**config.mk**
```make
export PLATFORM = sky130hd
export DESIGN_NAME = cnn_result_serializer_flat
export DESIGN_NICKNAME = d
export VERILOG_FILES = /design/src/rtl/cnn_pkg.sv /design/src/rtl/cnn_result_serializer_if.sv /design/src/rtl/cnn_result_serializer_vec_fifo.sv /design/src/rtl/cnn_result_serializer.sv /design/src/flat_wrapper.sv
export SDC_FILE = /design/constraint.sdc
export NUM_CORES = 2
export LEC_CHECK = 0
export CORE_MARGIN = 10
export CORE_UTILIZATION = 25
export CTS_CLUSTER_SIZE = 10
export DETAILED_ROUTE_END_ITERATION = 7
export PLACE_DENSITY = 0.51
export REMOVE_ABC_BUFFERS = 1
export SYNTH_ARGS = -nofsm -noshare
export SYNTH_HDL_FRONTEND = slang
export SYNTH_SLANG_ARGS = --single-unit
```
**constraint.sdc**
```tcl
create_clock -name clk -period 44.9 [get_ports clk]
set_input_delay 8.98 -clock clk [delete_from_list [all_inputs] [get_ports clk]]
set_output_delay 8.98 -clock clk [all_outputs]
set_load 0.03 [all_outputs]
```
**src/rtl/cnn_pkg.sv**
```systemverilog
// Shared CNN pipeline types and per-stage lane counts.
package cnn_pkg;
  typedef logic [31:0] word_t;

  localparam int LANES_L0 = 4;
  localparam int LANES_L1 = 8;
  localparam int LANES_L2 = 8;
  localparam int LANES_L3 = 8;
  localparam int LANES_L4 = 16;
  localparam int LANES_L5 = 16;
  localparam int LANES_L6 = 16;

  typedef word_t [15:0] vec16_t;
endpackage

```
**src/rtl/cnn_result_serializer_if.sv**
```systemverilog
// Word stream from the result serializer toward the host/DMA side.
interface cnn_result_serializer_if #(
    parameter int DW = 32
);
    logic          m_valid;
    logic          m_ready;
    logic [DW-1:0] m_data;
    logic          m_sof;
    logic          m_eof;

    modport master(output m_valid, output m_data, output m_sof, output m_eof, input m_ready);
    modport slave (input m_valid, input m_data, input m_sof, input m_eof, output m_ready);
endinterface

```
**src/rtl/cnn_result_serializer_vec_fifo.sv**
```systemverilog
// Register-array vector FIFO; the caller guarantees wr_en is never asserted
// on a full FIFO unless pop is asserted in the same cycle.
module vec_fifo #(
    parameter int W     = 514,
    parameter int DEPTH = 4,
    localparam int AW   = $clog2(DEPTH),
    localparam int LW   = AW + 1
) (
    input  logic          clk,
    input  logic          rst,
    input  logic          wr_en,
    input  logic [W-1:0]  wr_data,
    input  logic          pop,
    output logic [W-1:0]  rd_data,
    output logic [LW-1:0] level,
    output logic          full
);
    logic [W-1:0]  mem [DEPTH];
    logic [AW-1:0] wr_ptr;
    logic [AW-1:0] rd_ptr;

    always_ff @(posedge clk) begin
        if (rst) begin
            wr_ptr <= '0;
            rd_ptr <= '0;
            level  <= '0;
        end else begin
            if (wr_en) wr_ptr <= wr_ptr + 1'b1;
            if (pop)   rd_ptr <= rd_ptr + 1'b1;
            case ({wr_en, pop})
                2'b10:   level <= level + 1'b1;
                2'b01:   level <= level - 1'b1;
                default: level <= level;
            endcase
        end
    end

    // NOTE: storage is deliberately not reset; level alone decides which entries are live.
    always_ff @(posedge clk) begin
        if (wr_en) mem[wr_ptr] <= wr_data;
    end

    assign rd_data = mem[rd_ptr];
    assign full    = (level == LW'(DEPTH));
endmodule

```
**src/rtl/cnn_result_serializer.sv**
```systemverilog
// Buffers 16-lane result vectors from the pooling stage and replays them one
// word per cycle over a valid/ready stream, flagging dropped vectors.
module cnn_result_serializer
    import cnn_pkg::*;
#(
    parameter int LANES          = LANES_L6,
    parameter int DW             = $bits(word_t),
    parameter int DEPTH          = 4,
    parameter int VECS_PER_FRAME = 1,
    localparam int LVW           = $clog2(DEPTH) + 1
) (
    input  logic                    clk,
    input  logic                    rst,
    input  logic                    input_valid,
    input  logic                    sof,
    input  logic [DW-1:0]           d_in [LANES],
    cnn_result_serializer_if.master m_if,
    output logic [LVW-1:0]          level,
    output logic                    overflow,
    output logic                    frame_err
);
    localparam int W   = LANES * DW + 2;
    localparam int CW  = (LANES > 1) ? $clog2(LANES) : 1;
    localparam int VW  = (VECS_PER_FRAME > 1) ? $clog2(VECS_PER_FRAME) : 1;

    logic [CW-1:0] lane_cnt;
    logic [VW-1:0] vec_cnt;
    logic [VW-1:0] vec_cnt_next;
    logic          eof_flag;
    logic          full;
    logic          wr_en;
    logic          pop;
    logic          xfer;
    logic          last_lane;
    logic          valid;
    logic [W-1:0]  wr_vec;
    logic [W-1:0]  rd_vec;
    logic [DW-1:0] rd_words [LANES];

    assign vec_cnt_next = sof ? '0 : vec_cnt;
    assign eof_flag     = (vec_cnt_next == VW'(VECS_PER_FRAME - 1));
    assign valid        = (level != '0);
    assign last_lane    = (lane_cnt == CW'(LANES - 1));
    assign xfer         = valid & m_if.m_ready;
    assign pop          = xfer & last_lane;
    // A full FIFO can still accept when its head vector leaves this cycle.
    assign wr_en        = input_valid & (~full | pop);

    always_comb begin
        wr_vec = '0;
        wr_vec[W-1] = sof;
        wr_vec[W-2] = eof_flag;
        for (int i = 0; i < LANES; i++) begin
            wr_vec[i*DW +: DW] = d_in[i];
            rd_words[i]        = rd_vec[i*DW +: DW];
        end
    end

    vec_fifo #(.W(W), .DEPTH(DEPTH)) u_fifo (
        .clk     (clk),
        .rst     (rst),
        .wr_en   (wr_en),
        .wr_data (wr_vec),
        .pop     (pop),
        .rd_data (rd_vec),
        .level   (level),
        .full    (full)
    );

    always_ff @(posedge clk) begin
        if (rst) begin
            lane_cnt  <= '0;
            vec_cnt   <= '0;
            overflow  <= 1'b0;
            frame_err <= 1'b0;
        end else begin
            if (xfer) lane_cnt <= last_lane ? '0 : lane_cnt + 1'b1;
            // The frame position advances even for dropped vectors.
            if (input_valid) vec_cnt <= eof_flag ? '0 : vec_cnt_next + 1'b1;
            if (input_valid && sof && vec_cnt != '0) frame_err <= 1'b1;
            if (input_valid && !wr_en) overflow <= 1'b1;
        end
    end

    assign m_if.m_valid = valid;
    assign m_if.m_data  = valid ? rd_words[lane_cnt] : '0;
    assign m_if.m_sof   = valid & rd_vec[W-1] & (lane_cnt == '0);
    assign m_if.m_eof   = valid & rd_vec[W-2] & last_lane;
endmodule

```
**src/flat_wrapper.sv**
```systemverilog
// flat-port wrapper written by rule: the top's interface ports become plain ports
module cnn_result_serializer_flat import cnn_pkg::*;
#(
    parameter int LANES          = LANES_L6,
    parameter int DW             = $bits(word_t),
    parameter int DEPTH          = 4,
    parameter int VECS_PER_FRAME = 1,
    localparam int LVW           = $clog2(DEPTH) + 1
)
  (clk, rst, input_valid, sof, d_in, level, overflow, frame_err, m_if_m_valid, m_if_m_data, m_if_m_sof, m_if_m_eof, m_if_m_ready);
  cnn_result_serializer_if #(.DW(DW)) m_if_i ();
  input  logic clk;
  input  logic rst;
  input  logic input_valid;
  input  logic sof;
  input  logic [DW-1:0] d_in[LANES];
  output logic [LVW-1:0] level;
  output logic overflow;
  output logic frame_err;
  output wire logic [$bits(m_if_i.m_valid)-1:0] m_if_m_valid;
  output wire logic [$bits(m_if_i.m_data)-1:0] m_if_m_data;
  output wire logic [$bits(m_if_i.m_sof)-1:0] m_if_m_sof;
  output wire logic [$bits(m_if_i.m_eof)-1:0] m_if_m_eof;
  input wire logic [$bits(m_if_i.m_ready)-1:0] m_if_m_ready;
  assign m_if_m_valid = m_if_i.m_valid;
  assign m_if_m_data = m_if_i.m_data;
  assign m_if_m_sof = m_if_i.m_sof;
  assign m_if_m_eof = m_if_i.m_eof;
  assign m_if_i.m_ready = m_if_m_ready;
  cnn_result_serializer #(.LANES(LANES), .DW(DW), .DEPTH(DEPTH), .VECS_PER_FRAME(VECS_PER_FRAME)) u_core (.clk(clk), .rst(rst), .input_valid(input_valid), .sof(sof), .d_in(d_in), .m_if(m_if_i), .level(level), .overflow(overflow), .frame_err(frame_err));
endmodule
```
==> flow_summary.yaml <==
clocking:
  cts_tree: "done"
  cts_buffers: 241
  cts.repair.resized: 0
  postCtsHoldBufs: 0
  cts.sinks: 2066
  cts_max_level: 4
  clk_path_buf_depth: 4
  cts-root-buf: "clkbuf_16"
  path_clk_slew_ps: 50
  insertion_delay_ps: 900
  post_cts.repair.setup_buffers: 0
route:
  ant_nets: 0
  vias: 38295
  first_pass_iters: 5
  routed_wl_um: 230400
  drc_errors: 0
  wl_per_cell_um: 27.38
  first_iter_violations: 3073
  viasPerCell: 4.550
sta:
  worst_slack_ps: 28460
  maxSlewHeadroom_pct: 25.40
  slew_violations: 0
  period_minus_slack_ps: 16440
  finalSetupTns_ps: 0
  max_freq_mhz: 60.83
  finClkSkew_ps: 92.65
  period_share_pct: 36.61
  worstMarginPinSlew_ps: 1119
  rsz0062_at_grt: "false"
  finalHoldViolCount: 0
  setup_viol_count_final: 0
floorplan:
  die_h_um: 581.9
  initial_core_util_pct: 25.08
  ios: 557
  fp.dieArea_mm2: 0.3386
  core_mm2: 0.3147
  dieWidth_um: 581.9
  rows: 206
synth:
  yosys-top-cells-count: "2052 x edfxtp_1, 491 x mux4_2, 134 x nand2_1"
  yosysWarnings: 0
  ys_seq_area_share_pct: 78.42
  synth_cell_types: 61
  synth_area_leader_cell: "edfxtp_1"
  avgSynthCellArea_um2: 23.07
  yosysTopAreaCellShare_pct: 78.07
  yosysMostFrequentCell: "edfxtp_1"
  synth_area_mm2: 0.07893
  postSynth.asyncResetShare_pct: 0
  synth_seq_cells: 2066
  synth_edf_count: 2052
  ys.flop_type: "edfxtp_1"
  ys_top_cells_by_area: "edfxtp_1 78%, mux4_2 14%, mux2i_1 1.4%"
  netlist_instances: 3421
pwr:
  ir_worst_vdd_uv: 35.70
  power_leakage_nw: 29.17
  powerDensity_mw_per_mm2: 44.43
global_route:
  antenna_found_initial: 134
  grt_max_degree: 142
  globalRoute.totalOverflow: 0
  first_global_vias: 40389
  grtUsageTotal_pct: 13.10
  grt_pass1_wl_um: 319900
status:
  status: "finished clean"
job:
  maxCapViolCount: 0
placement:
  gp_congestion: 0.6938
  pre_cts_slack_ps: 29130
  place_hpwl_um: 143700
  port_buffers: 555
critical_path:
  startpoint_type: "flop"
  endpoint_kind: "output pin"
  cp_max_fo: 55
  critPathKind: "reg -> out"
  arrival_ps: 7460
  worstPathRequired_ps: 35920
final_layout:
  nFillCells: 30243
  areaGrowthSynthToFinish_pct: 22.08
  drive_gt1_share_pct: 21.23
  final_net_count: 4650
worst_hold_path:
  holdCritPathClass: "reg -> reg"
==> cell usage in the layout (no fill, tap or decap), types with 7 or more instances in the layout <==
cell type	instances
clkbuf_1	53
o22ai_1	71
nor3_1	13
a211o_1	8
o211ai_1	13
o221ai_1	9
clkinv_16	8
nand2_1	132
mux4_2	491
a211oi_1	12
diode_2	36
mux2_2	12
mux4_1	14
o21ai_0	34
clkbuf_16	243
mux2i_1	114
clkinv_2	8
a22oi_1	7
xnor2_1	7
buf_4	85
clkinv_1	13
a221oi_1	8
dfxtp_1	9
a2111oi_0	10
a32oi_1	7
nor2_1	42
a2111o_1	8
clkdlybuf4s50_1	555
a21oi_1	41
nand3_1	9
edfxtp_1	2052
==> registers in the layout, summed over array words and instances (netlist names), named ones only <==
| name | count |
|---|---|
| u_core.u_fifo.rd_ptr | 2 |
| u_core.overflow | 1 |
| u_core.u_fifo.level | 3 |
| u_core.u_fifo.mem | 2052 |
| u_core.lane_cnt | 4 |
| u_core.u_fifo.wr_ptr | 2 |
==> path summary, 6_finish.rpt <==
path	start	slack, ps	endpoint	cells after the start
setup / recovery	flop	28460	m_if_m_data[11]	10
hold / removal	u_core.overflow	480	u_core.overflow	2
hold reg to reg	u_core.overflow	480	u_core.overflow	2
setup reg to reg	u_core.lane_cnt[1]	37280	u_core.u_fifo.mem[0][481]	11
==> power by group <==
group	switching [mW]	internal [mW]	total (mW)
logic	0.173	0.113	0.287
registers	0.0198	2.22	2.24
clock network	0.740	1.01	1.75
==> worst max-delay path, cell delays in order, from the launching register on <==
cell	delay (ps)
dfxtp_4	870
buf_4	640
buf_4	750
buf_4	640
buf_4	660
buf_4	800
mux4_2	410
a2111o_1	420
o21ai_0	370
o211ai_1	180
clkdlybuf4s50_1	640
==> layout make-up <==
| cell class | instances | area [um2] | share of cell area [%] |
|---|---|---|---|
| Clock inverter | 39 | 549.3 | 0.5700 |
| Multi-Input combinational cell | 1161 | 15920 | 16.52 |
| Inverter | 10 | 52.55 | 0.05454 |
| Antenna cell | 36 | 90.09 | 0.09349 |
| Clock buffer | 298 | 6307 | 6.546 |
| Timing Repair Buffer | 646 | 6314 | 6.552 |
| Tap cell | 4160 | 5205 | 5.402 |
| Sequential cell | 2066 | 61920 | 64.26 |
==> per-stage QoR <==
step / util [%] / cell area, um2 / hold WS (ps) / total power [mW] / instances
2_1_floorplan: - / 77790 / 484.7 / 2.455 / 3237
3_3_place_gp: 28.41 / 89410 / 458.6 / 2.575 / 8043
3_5_place_dp: 28.41 / 89410 / 468.3 / 2.581 / 8043
4_1_cts: 30.59 / 96270 / 481.3 / 4.348 / 8380
5_1_grt: 30.60 / 96300 / 506.0 / 4.444 / 8394
6_report: 30.62 / 96360 / 477.2 / 4.281 / 8416
==> cell families (layout without fill, tap and decap cells) <==
family / after synthesis / in the layout / share of synthesized area, %
AO/OA/AOI/OAI: 278 / 278 / 2.484
XOR/XNOR: 8 / 8 / 0.08878
adder cells (fa/ha/maj): 7 / 7 / 0.1205
buffers and inverters: 194 / 993 / 1.489
flip-flops: 2066 / 2066 / 78.42
multiplexers: 631 / 631 / 16.09
other: 1 / 37 / 0.004751
AND/OR/NAND/NOR: 236 / 236 / 1.297
==> layer usage <==
layer | share of wire, % | GRT usage, % | wire [um] | vias to the layer above
li1 | - | - | - | 16058
met1 | 41 | 17.06 | 94960 | 20492
met2 | 48 | 21.29 | 110600 | 1232
met3 | 7.8 | 3.838 | 18030 | 415
met4 | 2.7 | 3.715 | 6266 | 98
met5 | 0.28 | 0 | 635 | -
Note: power is estimated with default switching activity, not from simulation.
